--- config.mk ---
export PLATFORM = sky130hd
export DESIGN_NAME = uart_rx_cfg
export DESIGN_NICKNAME = d
export VERILOG_FILES = /design/src/rtl/uart_pkg.sv /design/src/rtl/uart_tick_gen.sv /design/src/rtl/uart_rx_cfg.sv
export SDC_FILE = /design/constraint.sdc
export NUM_CORES = 1
export LEC_CHECK = 0
export CORE_ASPECT_RATIO = 0.6
export CORE_MARGIN = 1
export CORE_UTILIZATION = 52
export CTS_CLUSTER_DIAMETER = 100
export DETAILED_ROUTE_END_ITERATION = 8
export GPL_TIMING_DRIVEN = 0
export PLACE_DENSITY = 0.73
export SETUP_SLACK_MARGIN = 0.2
export SLEW_MARGIN = 20
export SYNTH_ARGS = -nofsm -noshare
export SYNTH_HDL_FRONTEND = slang
export SYNTH_SLANG_ARGS = --single-unit
--- constraint.sdc ---
create_clock -name i_clk -period 3.28 [get_ports i_clk]
set_input_delay 0.82 -clock i_clk [delete_from_list [all_inputs] [get_ports i_clk]]
set_output_delay 0.82 -clock i_clk [all_outputs]
set_load 0.01 [all_outputs]
--- src/rtl/uart_pkg.sv ---
// ---------------------------------------------------------------------------
// uart_pkg: definitions shared by the UART receive path.
//   state_t        receiver FSM state encoding
//   PAR_*          encodings of the 2-bit parity-mode input
//   TICKS_PER_BIT  oversample ticks per serial bit
//   parity_enabled helper: does this parity mode carry a parity bit?
//   majority3      helper: 2-of-3 vote over the mid-bit samples
// ---------------------------------------------------------------------------
package uart_pkg;

    typedef enum logic [2:0] {
        ST_IDLE     = 3'd0,
        ST_START    = 3'd1,
        ST_DATA     = 3'd2,
        ST_PARITY   = 3'd3,
        ST_STOP     = 3'd4,
        ST_BRK_WAIT = 3'd5
    } state_t;

    localparam logic [1:0] PAR_NONE     = 2'b00;
    localparam logic [1:0] PAR_EVEN     = 2'b01;
    localparam logic [1:0] PAR_ODD      = 2'b10;
    localparam logic [1:0] PAR_NONE_ALT = 2'b11;

    localparam int TICKS_PER_BIT = 16;

    function automatic logic parity_enabled(input logic [1:0] mode);
        return (mode == PAR_EVEN) || (mode == PAR_ODD);
    endfunction

    function automatic logic majority3(input logic a, input logic b, input logic c);
        return (a & b) | (a & c) | (b & c);
    endfunction

endpackage

--- src/rtl/uart_tick_gen.sv ---
// ---------------------------------------------------------------------------
// uart_tick_gen: oversample tick generator.
// Emits a one-clock pulse on 'tick' every 'div' clocks (div==0 behaves as 1).
// While 'clear' is high the divider is held at zero and no tick is produced,
// so the first tick after clear drops arrives exactly 'div' clocks later.
// Ports:
//   i_clk, i_reset_n  clock, asynchronous active-low reset
//   clear             hold the divider in its start position
//   div               clocks per tick
//   tick              one-clock tick pulse
// ---------------------------------------------------------------------------
module uart_tick_gen #(
    parameter int DIV_WIDTH = 11
) (
    input  logic                 i_clk,
    input  logic                 i_reset_n,
    input  logic                 clear,
    input  logic [DIV_WIDTH-1:0] div,
    output logic                 tick
);

    logic [DIV_WIDTH-1:0] cnt;
    logic [DIV_WIDTH-1:0] div_eff;

    assign div_eff = (div == '0) ? DIV_WIDTH'(1) : div;
    assign tick    = !clear && (cnt == div_eff - DIV_WIDTH'(1));

    always_ff @(posedge i_clk or negedge i_reset_n) begin
        if (!i_reset_n) begin
            cnt <= '0;
        end else if (clear || tick) begin
            cnt <= '0;
        end else begin
            cnt <= cnt + DIV_WIDTH'(1);
        end
    end

endmodule

--- src/rtl/uart_rx_cfg.sv ---
// ---------------------------------------------------------------------------
// uart_rx_cfg: UART receiver with runtime-configurable rate, parity and stop
// bits. 16x oversampling, 2-of-3 majority vote at ticks 6/7/8 of each bit.
// Ports:
//   i_clk, i_reset_n   clock, asynchronous active-low reset
//   i_rx               serial line (idle high), asynchronous
//   i_div              clocks per oversample tick (0 treated as 1)
//   i_parity_mode      00 none, 01 even, 10 odd, 11 none
//   i_stop2            1: two stop bits, 0: one stop bit
//   o_valid/i_ready    word handshake: the word is transferred on every clock
//                      edge where o_valid && i_ready; o_data and the flags stay
//                      stable while o_valid is high and i_ready is low
//   o_data             received word, LSB first on the line
//   o_parity_err, o_frame_err, o_break   status, qualified by o_valid
//   o_overrun          sticky: a completed frame was dropped; cleared by handshake
//   o_busy             receiver FSM is outside IDLE
//   dbg_state          current FSM state
// ---------------------------------------------------------------------------
module uart_rx_cfg
    import uart_pkg::*;
#(
    parameter int DATA_WIDTH = 8,
    parameter int DIV_WIDTH  = 11
) (
    input  logic                  i_clk,
    input  logic                  i_reset_n,
    input  logic                  i_rx,
    input  logic [DIV_WIDTH-1:0]  i_div,
    input  logic [1:0]            i_parity_mode,
    input  logic                  i_stop2,
    output logic                  o_valid,
    input  logic                  i_ready,
    output logic [DATA_WIDTH-1:0] o_data,
    output logic                  o_parity_err,
    output logic                  o_frame_err,
    output logic                  o_break,
    output logic                  o_overrun,
    output logic                  o_busy,
    output state_t                dbg_state
);

    localparam int              BCW      = $clog2(DATA_WIDTH);
    localparam logic [BCW-1:0]  LAST_BIT = BCW'(DATA_WIDTH - 1);

    state_t state, state_next;

    logic                  rx_meta, rxs;
    logic [DIV_WIDTH-1:0]  div_q;
    logic [1:0]            par_q;
    logic                  stop2_q;
    logic                  tick;
    logic [3:0]            tick_cnt;
    logic [BCW-1:0]        bit_cnt;
    logic                  stop_idx;
    logic                  s6_q, s7_q;
    logic [DATA_WIDTH-1:0] data_sr;
    logic                  par_bit_q, perr_q, ferr_q, stop0_zero_q;

    logic at_mid, at_end, maj, par_en, final_stop;
    logic start_det, frame_done;
    logic first_stop_zero, brk_now, ferr_now, perr_now, handshake;

    always_ff @(posedge i_clk or negedge i_reset_n) begin
        if (!i_reset_n) begin
            rx_meta <= 1'b1;
            rxs     <= 1'b1;
        end else begin
            rx_meta <= i_rx;
            rxs     <= rx_meta;
        end
    end

    // The divider runs only while a frame is being received, so tick 0 of the
    // start bit falls i_div clocks after the falling edge was seen.
    uart_tick_gen #(.DIV_WIDTH(DIV_WIDTH)) u_tick_gen (
        .i_clk     (i_clk),
        .i_reset_n (i_reset_n),
        .clear     ((state == ST_IDLE) || (state == ST_BRK_WAIT)),
        .div       (div_q),
        .tick      (tick)
    );

    assign at_mid     = tick && (tick_cnt == 4'd8);
    assign at_end     = tick && (tick_cnt == 4'd15);
    // Third sample is the live value at tick 8; ticks 6 and 7 are registered.
    assign maj        = majority3(s6_q, s7_q, rxs);
    assign par_en     = parity_enabled(par_q);
    assign final_stop = (stop_idx == stop2_q);

    // Completion status, evaluated in the clock the final stop bit is voted.
    assign first_stop_zero = (stop_idx == 1'b0) ? !maj : stop0_zero_q;
    assign brk_now         = (data_sr == '0) && !par_bit_q && first_stop_zero;
    assign ferr_now        = ferr_q | !maj;
    assign perr_now        = perr_q & !brk_now;
    assign handshake       = o_valid && i_ready;

    always_ff @(posedge i_clk or negedge i_reset_n) begin
        if (!i_reset_n) begin
            state <= ST_IDLE;
        end else begin
            state <= state_next;
        end
    end

    always_comb begin
        state_next = state;
        start_det  = 1'b0;
        frame_done = 1'b0;
        unique case (state)
            ST_IDLE: begin
                if (!rxs) begin
                    state_next = ST_START;
                    start_det  = 1'b1;
                end
            end
            ST_START: begin
                if (at_mid && maj) begin
                    state_next = ST_IDLE;
                end else if (at_end) begin
                    state_next = ST_DATA;
                end
            end
            ST_DATA: begin
                if (at_end && (bit_cnt == LAST_BIT)) begin
                    state_next = par_en ? ST_PARITY : ST_STOP;
                end
            end
            ST_PARITY: begin
                if (at_end) begin
                    state_next = ST_STOP;
                end
            end
            ST_STOP: begin
                if (at_mid && final_stop) begin
                    frame_done = 1'b1;
                    state_next = brk_now ? ST_BRK_WAIT : ST_IDLE;
                end
            end
            ST_BRK_WAIT: begin
                if (rxs) begin
                    state_next = ST_IDLE;
                end
            end
            default: state_next = ST_IDLE;
        endcase
    end

    // Frame datapath: counters, samples and per-frame configuration.
    always_ff @(posedge i_clk or negedge i_reset_n) begin
        if (!i_reset_n) begin
            div_q        <= '0;
            par_q        <= PAR_NONE;
            stop2_q      <= 1'b0;
            tick_cnt     <= 4'd0;
            bit_cnt      <= '0;
            stop_idx     <= 1'b0;
            s6_q         <= 1'b1;
            s7_q         <= 1'b1;
            data_sr      <= '0;
            par_bit_q    <= 1'b0;
            perr_q       <= 1'b0;
            ferr_q       <= 1'b0;
            stop0_zero_q <= 1'b0;
        end else if (start_det) begin
            div_q        <= i_div;
            par_q        <= i_parity_mode;
            stop2_q      <= i_stop2;
            tick_cnt     <= 4'd0;
            bit_cnt      <= '0;
            stop_idx     <= 1'b0;
            s6_q         <= 1'b1;
            s7_q         <= 1'b1;
            data_sr      <= '0;
            par_bit_q    <= 1'b0;
            perr_q       <= 1'b0;
            ferr_q       <= 1'b0;
            stop0_zero_q <= 1'b0;
        end else if (tick) begin
            tick_cnt <= tick_cnt + 4'd1;
            if (tick_cnt == 4'd6) s6_q <= rxs;
            if (tick_cnt == 4'd7) s7_q <= rxs;
            if (at_mid) begin
                case (state)
                    ST_DATA: data_sr <= {maj, data_sr[DATA_WIDTH-1:1]};
                    ST_PARITY: begin
                        par_bit_q <= maj;
                        perr_q    <= maj ^ (^data_sr) ^ (par_q == PAR_ODD);
                    end
                    ST_STOP: begin
                        if (stop_idx == 1'b0) begin
                            stop0_zero_q <= !maj;
                            ferr_q       <= !maj;
                        end
                    end
                    default: ;
                endcase
            end
            if (at_end) begin
                if ((state == ST_DATA) && (bit_cnt != LAST_BIT)) begin
                    bit_cnt <= bit_cnt + BCW'(1);
                end
                if (state == ST_STOP) begin
                    stop_idx <= 1'b1;
                end
            end
        end
    end

    // Output holding register and overrun tracking.
    always_ff @(posedge i_clk or negedge i_reset_n) begin
        if (!i_reset_n) begin
            o_valid      <= 1'b0;
            o_data       <= '0;
            o_parity_err <= 1'b0;
            o_frame_err  <= 1'b0;
            o_break      <= 1'b0;
            o_overrun    <= 1'b0;
        end else begin
            if (frame_done && (!o_valid || handshake)) begin
                o_valid      <= 1'b1;
                o_data       <= brk_now ? '0 : data_sr;
                o_parity_err <= perr_now;
                o_frame_err  <= ferr_now;
                o_break      <= brk_now;
            end else if (handshake) begin
                o_valid <= 1'b0;
            end
            if (frame_done && o_valid && !i_ready) begin
                o_overrun <= 1'b1;
            end else if (handshake) begin
                o_overrun <= 1'b0;
            end
        end
    end

    assign o_busy    = (state != ST_IDLE);
    assign dbg_state = state;

endmodule
==> summary.txt, run 1 <==
Power and ir drop
  • Lkg Pwr: approximately 2.2 nW
  • Pwr/cell area: 436 nW/µm²
  • Worst vdd ir: 0.418 mV
  • Sw Ratio: 27.2%
  • Comb pwr share: a little over an eighth
  • Sequential fraction of design power: between 40 and 50%
  • Psw: 575 µW
  • Int Pwr: 1.54 mW
  • Clk pwr share: approximately two fifths

Clock network
  • H-tree depth: 3
  • Clk Latency, worst-skew pair: 0.34 ns
  • Clk buf depth: 2
  • CTS tree: built
  • Clk pin slew, worst setup/hold paths: about 0.05 ns
  • Root Buffer: clkbuf_16
  • Inserted Clock Buffers: 9
  • Clock Sinks: 65
  • Hold_buf cts: 0

Flow run
  • Number of max-cap violations: 0

Route
  • Drt drc: 0
  • Iteration-0 DRC Markers: approximately 140
  • DRT met1 WL: around 4.5 mm
  • Max Used Layer: met4
  • WL met3: 809 µm
  • WL per Instance: roughly 17 µm
  • First drt pass iteration count: 5
  • Via count: between 3k and 4k
  • DRT antenna net count: 0
  • Met2 wire length: between 3 and 4 mm
  • WL final: a little over 9 mm
  • Vias/cell: around 5.7

Floorplanning
  • Die width: ~110 µm
  • Num ports: 35
  • Initial Utilization: between 50% and 60%
  • Core Footprint: a little under 7000 µm²
  • Num rows: 23
  • Die Area: between 7000 and 8000 µm²
  • Chip Height: around 67 µm

STA
  • Max Clock Freq: around 300 MHz
  • # setup viols final: 8
  • RSZ-0062 raised after global routing: yes
  • Final setup margin: -0.0449 ns
  • Final Hold Viols: 0
  • Final Skew: 0.00646 ns
  • Max transition margin: about half
  • Worst slew pin tran: roughly 0.72 ns
  • Final min period: around 3.3 ns
  • Period utilisation layout: 101%
  • Fin. max-slew vios: 0

Logic synthesis
  • Primary FF master, synth: dfrtp_1
  • Yosys warns: 0
  • Async SR Flop Fraction: 100%
  • Seq/Total Area, Yosys: 44.7%
  • Number of enable flip-flop cells after synthesis: 0
  • Mapped Nets: approximately 420
  • #FFs+latches synth: 65
  • Syn_area_per_cell: 9.43 µm²
  • Post-Syn Area: between 3000 and 4000 µm²
  • Mapped Cells: slightly below 400
  • Post-synth top area share: 41.8%
  • Top cells by area, synth: dfrtp_1 42%, nand2_1 6.9%, mux2i_1 4.9%, ha_1 4.1%, a21oi_1 3.0%
  • Distinct cell type count after synthesis: between 50 and 60
  • Area leader, netlist: dfrtp_1

Global route
  • Total track usage: 28.0%
  • Initial antenna violation count: 0
  • Vias in the first global route: about 3k
  • First-pass GRT wire length: between 15 and 20 mm
  • Largest net degree at the start of global routing: between 40 and 50
  • GR Overflow Total: 0

Placement
  • Post-DP HPWL: 6.19 mm
  • Placed Cells: around 510
  • Final Wtd Congestion: 0.919
  • I/O Buffers: 34
  • Placed cell area: 4190 µm²

Finish
  • Final Cell Area: approximately 4800 µm²
  • Non-filler cells, final: 549
  • Fin nets: ~490
  • Area Growth Syn to Fin: 32.7%
  • Fill cell count: just over 500
  • # diodes: 0
  • Layout cell share with drive strength beyond 1: between 20% and 30%

Critical path
  • Critical Path RT: 3.50 ns
  • Crit-path max FO: 6
  • CP max stage delay: around 0.38 ns
  • Buffers plus inverters on the worst setup path: 2
  • Cell Chain, Critical Path: buf_6 -> nor4_4 -> a31oi_2 -> ha_2 -> or3b_4 -> nor2_1 -> o31a_1 -> a2111oi_4 -> nand3_4 -> nor4b_4 -> buf_6 -> mux2_4
  • CP endpoint kind: flip-flop
  • CP top delay family: simple AND/OR/NAND/NOR gates
  • CP max-delay cell: nor4b_4
  • Setup crit start kind: flip-flop
  • Worst path most repeated cell: buf_6
  • Worst setup path category: reg -> reg
  • CP arrival: approximately 3.5 ns

Run status
  • Failing checks: setup timing
  • Outcome: finished, violations left

Worst hold path
  • Hold crit path type: reg -> reg
worst reg2reg max path, stage by stage (launching register included):
cell and delay [ns]:
dfrtp_1 0.37, buf_6 0.12, nor4_4 0.31, a31oi_2 0.15, ha_2 0.20, or3b_4 0.26
nor2_1 0.05, o31a_1 0.31, a2111oi_4 0.36, nand3_4 0.17, nor4b_4 0.38, buf_6 0.21
mux2_4 0.31
cell type report:
class | count | area (µm²) | share of cell area, %
well taps | 87 | 109 | 2.25
inverters | 22 | 82.6 | 1.70
multi-input cells | 286 | 2090 | 43.0
clock buffers | 13 | 260 | 5.37
clock inverters | 3 | 15.0 | 0.310
plain buffers | 15 | 103 | 2.12
flip-flops and latches | 65 | 1640 | 33.8
repair buffers | 58 | 553 | 11.4
power groups by stage:
stage	Combinational, mW	Clock, mW	Sequential [mW]
6_report	0.284	0.885	0.946
5_1_grt	0.313	0.937	0.951
4_1_cts	0.261	0.896	0.938
3_5_place_dp	0.239	0	0.952
3_3_place_gp	0.225	0	0.951
2_1_floorplan	0.168	0	0.921
metal layers:
layer	up-vias	global-route usage, %
li1	1498	-
met1	1514	39.3
met2	129	40.2
met3	15	10.5
met4	0	7.57
met5	-	0
metrics by stage:
step	hold WS [ns]	power, mW	setup TNS (ns)	util (%)	setup slack, ns
CTS	0.364	2.09	-1.14	70.4	-0.122
global route	0.372	2.20	-2.12	72.0	-0.192
finish	0.368	2.11	-0.265	72.0	-0.0449
global placement	0.357	1.18	-44.13	62.0	-0.721
floorplan	0.345	1.09	0	-	0.154
detailed placement	0.359	1.19	-2.52	62.2	-0.200
Yosys cell counts, types with 3 or more instances:
cell type,number
mux2_1,8
dfstp_2,4
nor3b_1,3
nor3_1,7
inv_1,22
o21ai_0,13
o31ai_1,6
clkbuf_1,12
mux2i_1,18
a21oi_1,22
and3_1,5
or4_4,3
ha_1,12
or3_1,5
nand3_1,11
nor2_1,24
and2_1,3
or4_1,4
nand4_1,6
xor2_1,12
a211oi_1,4
nand2_1,67
a31oi_1,4
or2_2,3
dfrtp_1,61
nor2b_1,3
xnor2_1,11
placed cells by master, fill, tap and decap left out, types with 11 or more instances in the layout:
cell type,synthesis,final
a21oi_1,22,18
nor2_1,24,24
inv_1,22,22
nand2_1,67,66
dfrtp_1,61,56
buf_4,0,18
ha_1,12,11
xor2_1,12,12
mux2i_1,18,18
clkdlybuf4s50_1,0,33
xnor2_1,11,11
final timing paths:
check	from	end	slack [ns]	depth (start not counted)
max in group asynchronous	i_reset_n	rx_meta$_DFF_PN1_	2.30	2
min reg2reg	rx_meta$_DFF_PN1_	rxs$_DFF_PN1_	0.37	0
min in group asynchronous	i_reset_n	o_overrun$_DFFE_PN0P_	0.39	1
min	rx_meta$_DFF_PN1_	rxs$_DFF_PN1_	0.37	0
max	div_q[5]$_DFFE_PN0P_	o_data[5]$_DFFE_PN0P_	-0.04	12
max reg2reg	div_q[5]$_DFFE_PN0P_	o_data[5]$_DFFE_PN0P_	-0.04	12
sequential cells by signal, indices dropped and copies added, names as in the netlist, 2 cells and up:
signal / count
data_sr: 8
bit_cnt: 3
par_q: 2
tick_cnt: 4
u_tick_gen.cnt: 11
dbg_state: 3
div_q: 11
o_data: 8
cells by family (layout without fill, tap and decap cells):
group,count (synthesis),in the layout,synth area share [%]
buf+inv,37,111,4.08
mux,28,28,8.02
fa+ha+maj,13,13,4.39
compound gates,62,62,10.7
xor+xnor,23,23,5.52
simple gates,159,160,22.7
flops,65,65,44.7
timing repair:
action / in CTS / in global routing
pin swaps: 12 / 11
setup buffers: 18 / 4
gates resized for setup: 29 / 22
endpoints found under the setup margin: 41 / 47
gates cloned: 2 / 0
Power figures use the tool's default switching activity.
==> run 2, diff against run 1 <==
- CORE_MARGIN: 1 -> 2
==> run 2 against run 1 <==
Sequential power is essentially flat; via count is 1.3% higher; critical path type unchanged; cell area fell by 0.65%; sequential share of layout area grew 0.27 points; final cell count decreased by 0.55%; die area grew 4.9%; largest cell class unchanged; the run still ends with setup timing left; flip-flop and latch count stayed put; utilization fell by 0.46 points; combinational power shrank 4%; routed wire length rose by 1.1%.
==> summary.txt, run 2 (synthesis gave the netlist of run 1 again) <==
Floorplanning
  • Num ports: 35
  • Initial Utilization: 54.2%
  • Num rows: 23
  • Die Area: 7730 µm²
  • Chip Height: 68.9 µm
  • Core Footprint: around 6700 µm²
  • Die width: roughly 110 µm

Finish
  • Fin nets: between 400 and 500
  • Biggest regs: div_q x11, u_tick_gen.cnt x11
  • Area Growth Syn to Fin: 31.9%
  • Multi-input gate area: approximately 2100 µm²
  • Non-filler cells, final: ~550
  • Sequential cell area: 1640 µm²
  • Util after Layout: between 70 and 80%
  • Layout cell share with drive strength beyond 1: 21.4%
  • Fill cell count: 508
  • Commonest non-fill, non-tap cell in the layout: nand2_1
  • # diodes: 0
  • Most frequent cells in the layout: 66 x nand2_1, 54 x dfrtp_1, 33 x clkdlybuf4s50_1

Run status
  • Failing checks: setup timing
  • Outcome: finished, violations left

Critical path
  • CP max-delay cell: or3b_4
  • CP endpoint kind: flip-flop
  • Setup crit start kind: flip-flop
  • CP arrival: approximately 3.6 ns
  • Worst Setup EP: o_data[5]$_DFFE_PN0P_
  • Worst setup startpoint: div_q[4]$_DFFE_PN0P_
  • Worst-case reg-to-reg path depth: 12
  • Worst setup path category: reg -> reg
  • Worst R2R End: o_data[5]$_DFFE_PN0P_
  • CP max stage delay: 0.41 ns
  • Reg-to-reg startpoint: div_q[4]$_DFFE_PN0P_
  • Worst path most repeated cell: buf_6
  • Reg2Reg Setup Slack: -0.08 ns
  • Cell Chain, Critical Path: buf_6 -> nor4_4 -> a31oi_2 -> ha_2 -> or3b_4 -> and2_4 -> o31a_1 -> a2111oi_4 -> nand3_2 -> nor4b_4 -> buf_6 -> mux2_4
  • Crit-path max FO: 6
  • Critical Path RT: between 3 and 4 ns

Route
  • Vias/cell: slightly below 6
  • DRT antenna net count: 0
  • WL per Instance: 17.2 µm
  • Via count: between 3k and 4k
  • First drt pass iteration count: 5
  • Drt drc: 0
  • WL final: 9.37 mm
  • Iteration-0 DRC Markers: between 200 and 300

STA
  • Final Hold Viols: 0
  • Final Skew: 0.00354 ns
  • Final setup margin: -0.0776 ns
  • Final min period: ~3.4 ns
  • Fin. max-slew vios: 0
  • Max transition margin: a little over half
  • Period utilisation layout: 102%
  • RSZ-0062 raised after global routing: yes
  • Setup TNS: -0.697 ns
  • # setup viols final: 13
  • Max Clock Freq: 298 MHz
  • Worst slew pin tran: around 0.68 ns

Power and ir drop
  • Int Pwr: roughly 1.5 mW
  • Psw: 559 µW
  • Worst vdd ir: about 0.34 mV
  • Pwr/cell area: approximately 440 nW/µm²
  • Lkg Pwr: 2.18 nW
  • Clk pwr share: 41.9%
  • Sw Ratio: 26.7%
  • Comb pwr share: between 10% and 20%
  • Sequential fraction of design power: around 45%

Clock network
  • Clk buf depth: 2
  • Clock Sinks: 65
  • Clk pin slew, worst setup/hold paths: 0.05 ns
  • H-tree depth: 3
  • Hold_buf cts: 0
  • Clk Latency, worst-skew pair: around 0.33 ns
  • Root Buffer: clkbuf_16
  • CTS tree: built
  • Inserted Clock Buffers: 9

Flow run
  • Number of max-cap violations: 0

Placement
  • Place WS: -0.158 ns
  • I/O Buffers: 34
  • Final Wtd Congestion: around 0.9
  • Placed Cells: just over 500
  • Post-DP HPWL: ~6.3 mm

Worst hold path
  • Hold path cells: 0
  • Hold crit path type: reg -> reg

Global route
  • GR Overflow Total: 0
  • Vias in the first global route: ~3.0k
  • Largest net degree at the start of global routing: 43
  • Initial antenna violation count: 0
  • First-pass GRT wire length: 15.2 mm
  • Total track usage: about a quarter
-- run 2: cell count changes in the layout (fill, tap and decap cells not counted), sizes merged --
cell and delta:
clkbuf +1, nand2 -1, buf -3
-- run 2: area by class of cell --
cell class                 instances  share of cell area, %
buffer                            15                   1.95
clock buffer                      13                   5.41
clock inverter                     3                  0.312
inverter                          22                   1.72
multi-input combinational        285                   43.2
sequential                        65                   34.1
tap                               87                   2.26
timing repair buffer              56                   11.1
-- run 2: metrics by stage --
step | hold WS (ns) | power [mW] | area [µm²]
4_1_cts | 0.366 | 2.10 | 4660
2_1_floorplan | 0.345 | 1.09 | 3720
3_5_place_dp | 0.356 | 1.20 | 4190
6_report | 0.364 | 2.10 | 4810
5_1_grt | 0.368 | 2.19 | 4810
3_3_place_gp | 0.354 | 1.18 | 4170
-- run 2: worst min-delay path by stage --
stage	startpoint	endpoint	slack [ns]
global route	rx_meta$_DFF_PN1_	rxs$_DFF_PN1_	0.37
detailed placement	rx_meta$_DFF_PN1_	rxs$_DFF_PN1_	0.36
global placement	rx_meta$_DFF_PN1_	rxs$_DFF_PN1_	0.35
CTS	rx_meta$_DFF_PN1_	rxs$_DFF_PN1_	0.37
floorplan	rx_meta$_DFF_PN1_	rxs$_DFF_PN1_	0.35
finish	rx_meta$_DFF_PN1_	rxs$_DFF_PN1_	0.36
-- run 2: per-layer routing --
| layer | vias to the layer above | GRT usage (%) | wire length [µm] |
|---|---|---|---|
| met5 | - | 0 | 0 |
| li1 | 1490 | - | - |
| met1 | 1569 | 38.3 | 4630 |
| met3 | 14 | 6.12 | 632 |
| met2 | 123 | 38.0 | 3980 |
| met4 | 0 | 7.93 | 132 |
-- run 2: power by group through the flow --
stage                     clock network [mW]  registers, mW  logic (mW)
after global placement                     0          0.951       0.225
final                                  0.877          0.947       0.272
after CTS                              0.895          0.942       0.262
after detailed placement                   0          0.956       0.240
after floorplan                            0          0.921       0.168
after global routing                   0.931          0.952       0.304
-- run 2: critical path: cells and delay by family, from the launching register on --
| kind | cells | cell delay [ns] |
|---|---|---|
| and+or+nand+nor | 5 | 1.20 |
| AOI/OAI and AO/OA | 3 | 0.86 |
| DFF | 1 | 0.35 |
| buffers and inverters | 2 | 0.32 |
| muxes | 1 | 0.31 |
| adders and majority gates | 1 | 0.20 |
-- run 2: repair_timing --
item	in CTS	in global routing
gates resized for setup	21	28
gates cloned	1	0
setup endpoints to repair	41	47
setup buffers	15	5
pin swaps	6	14
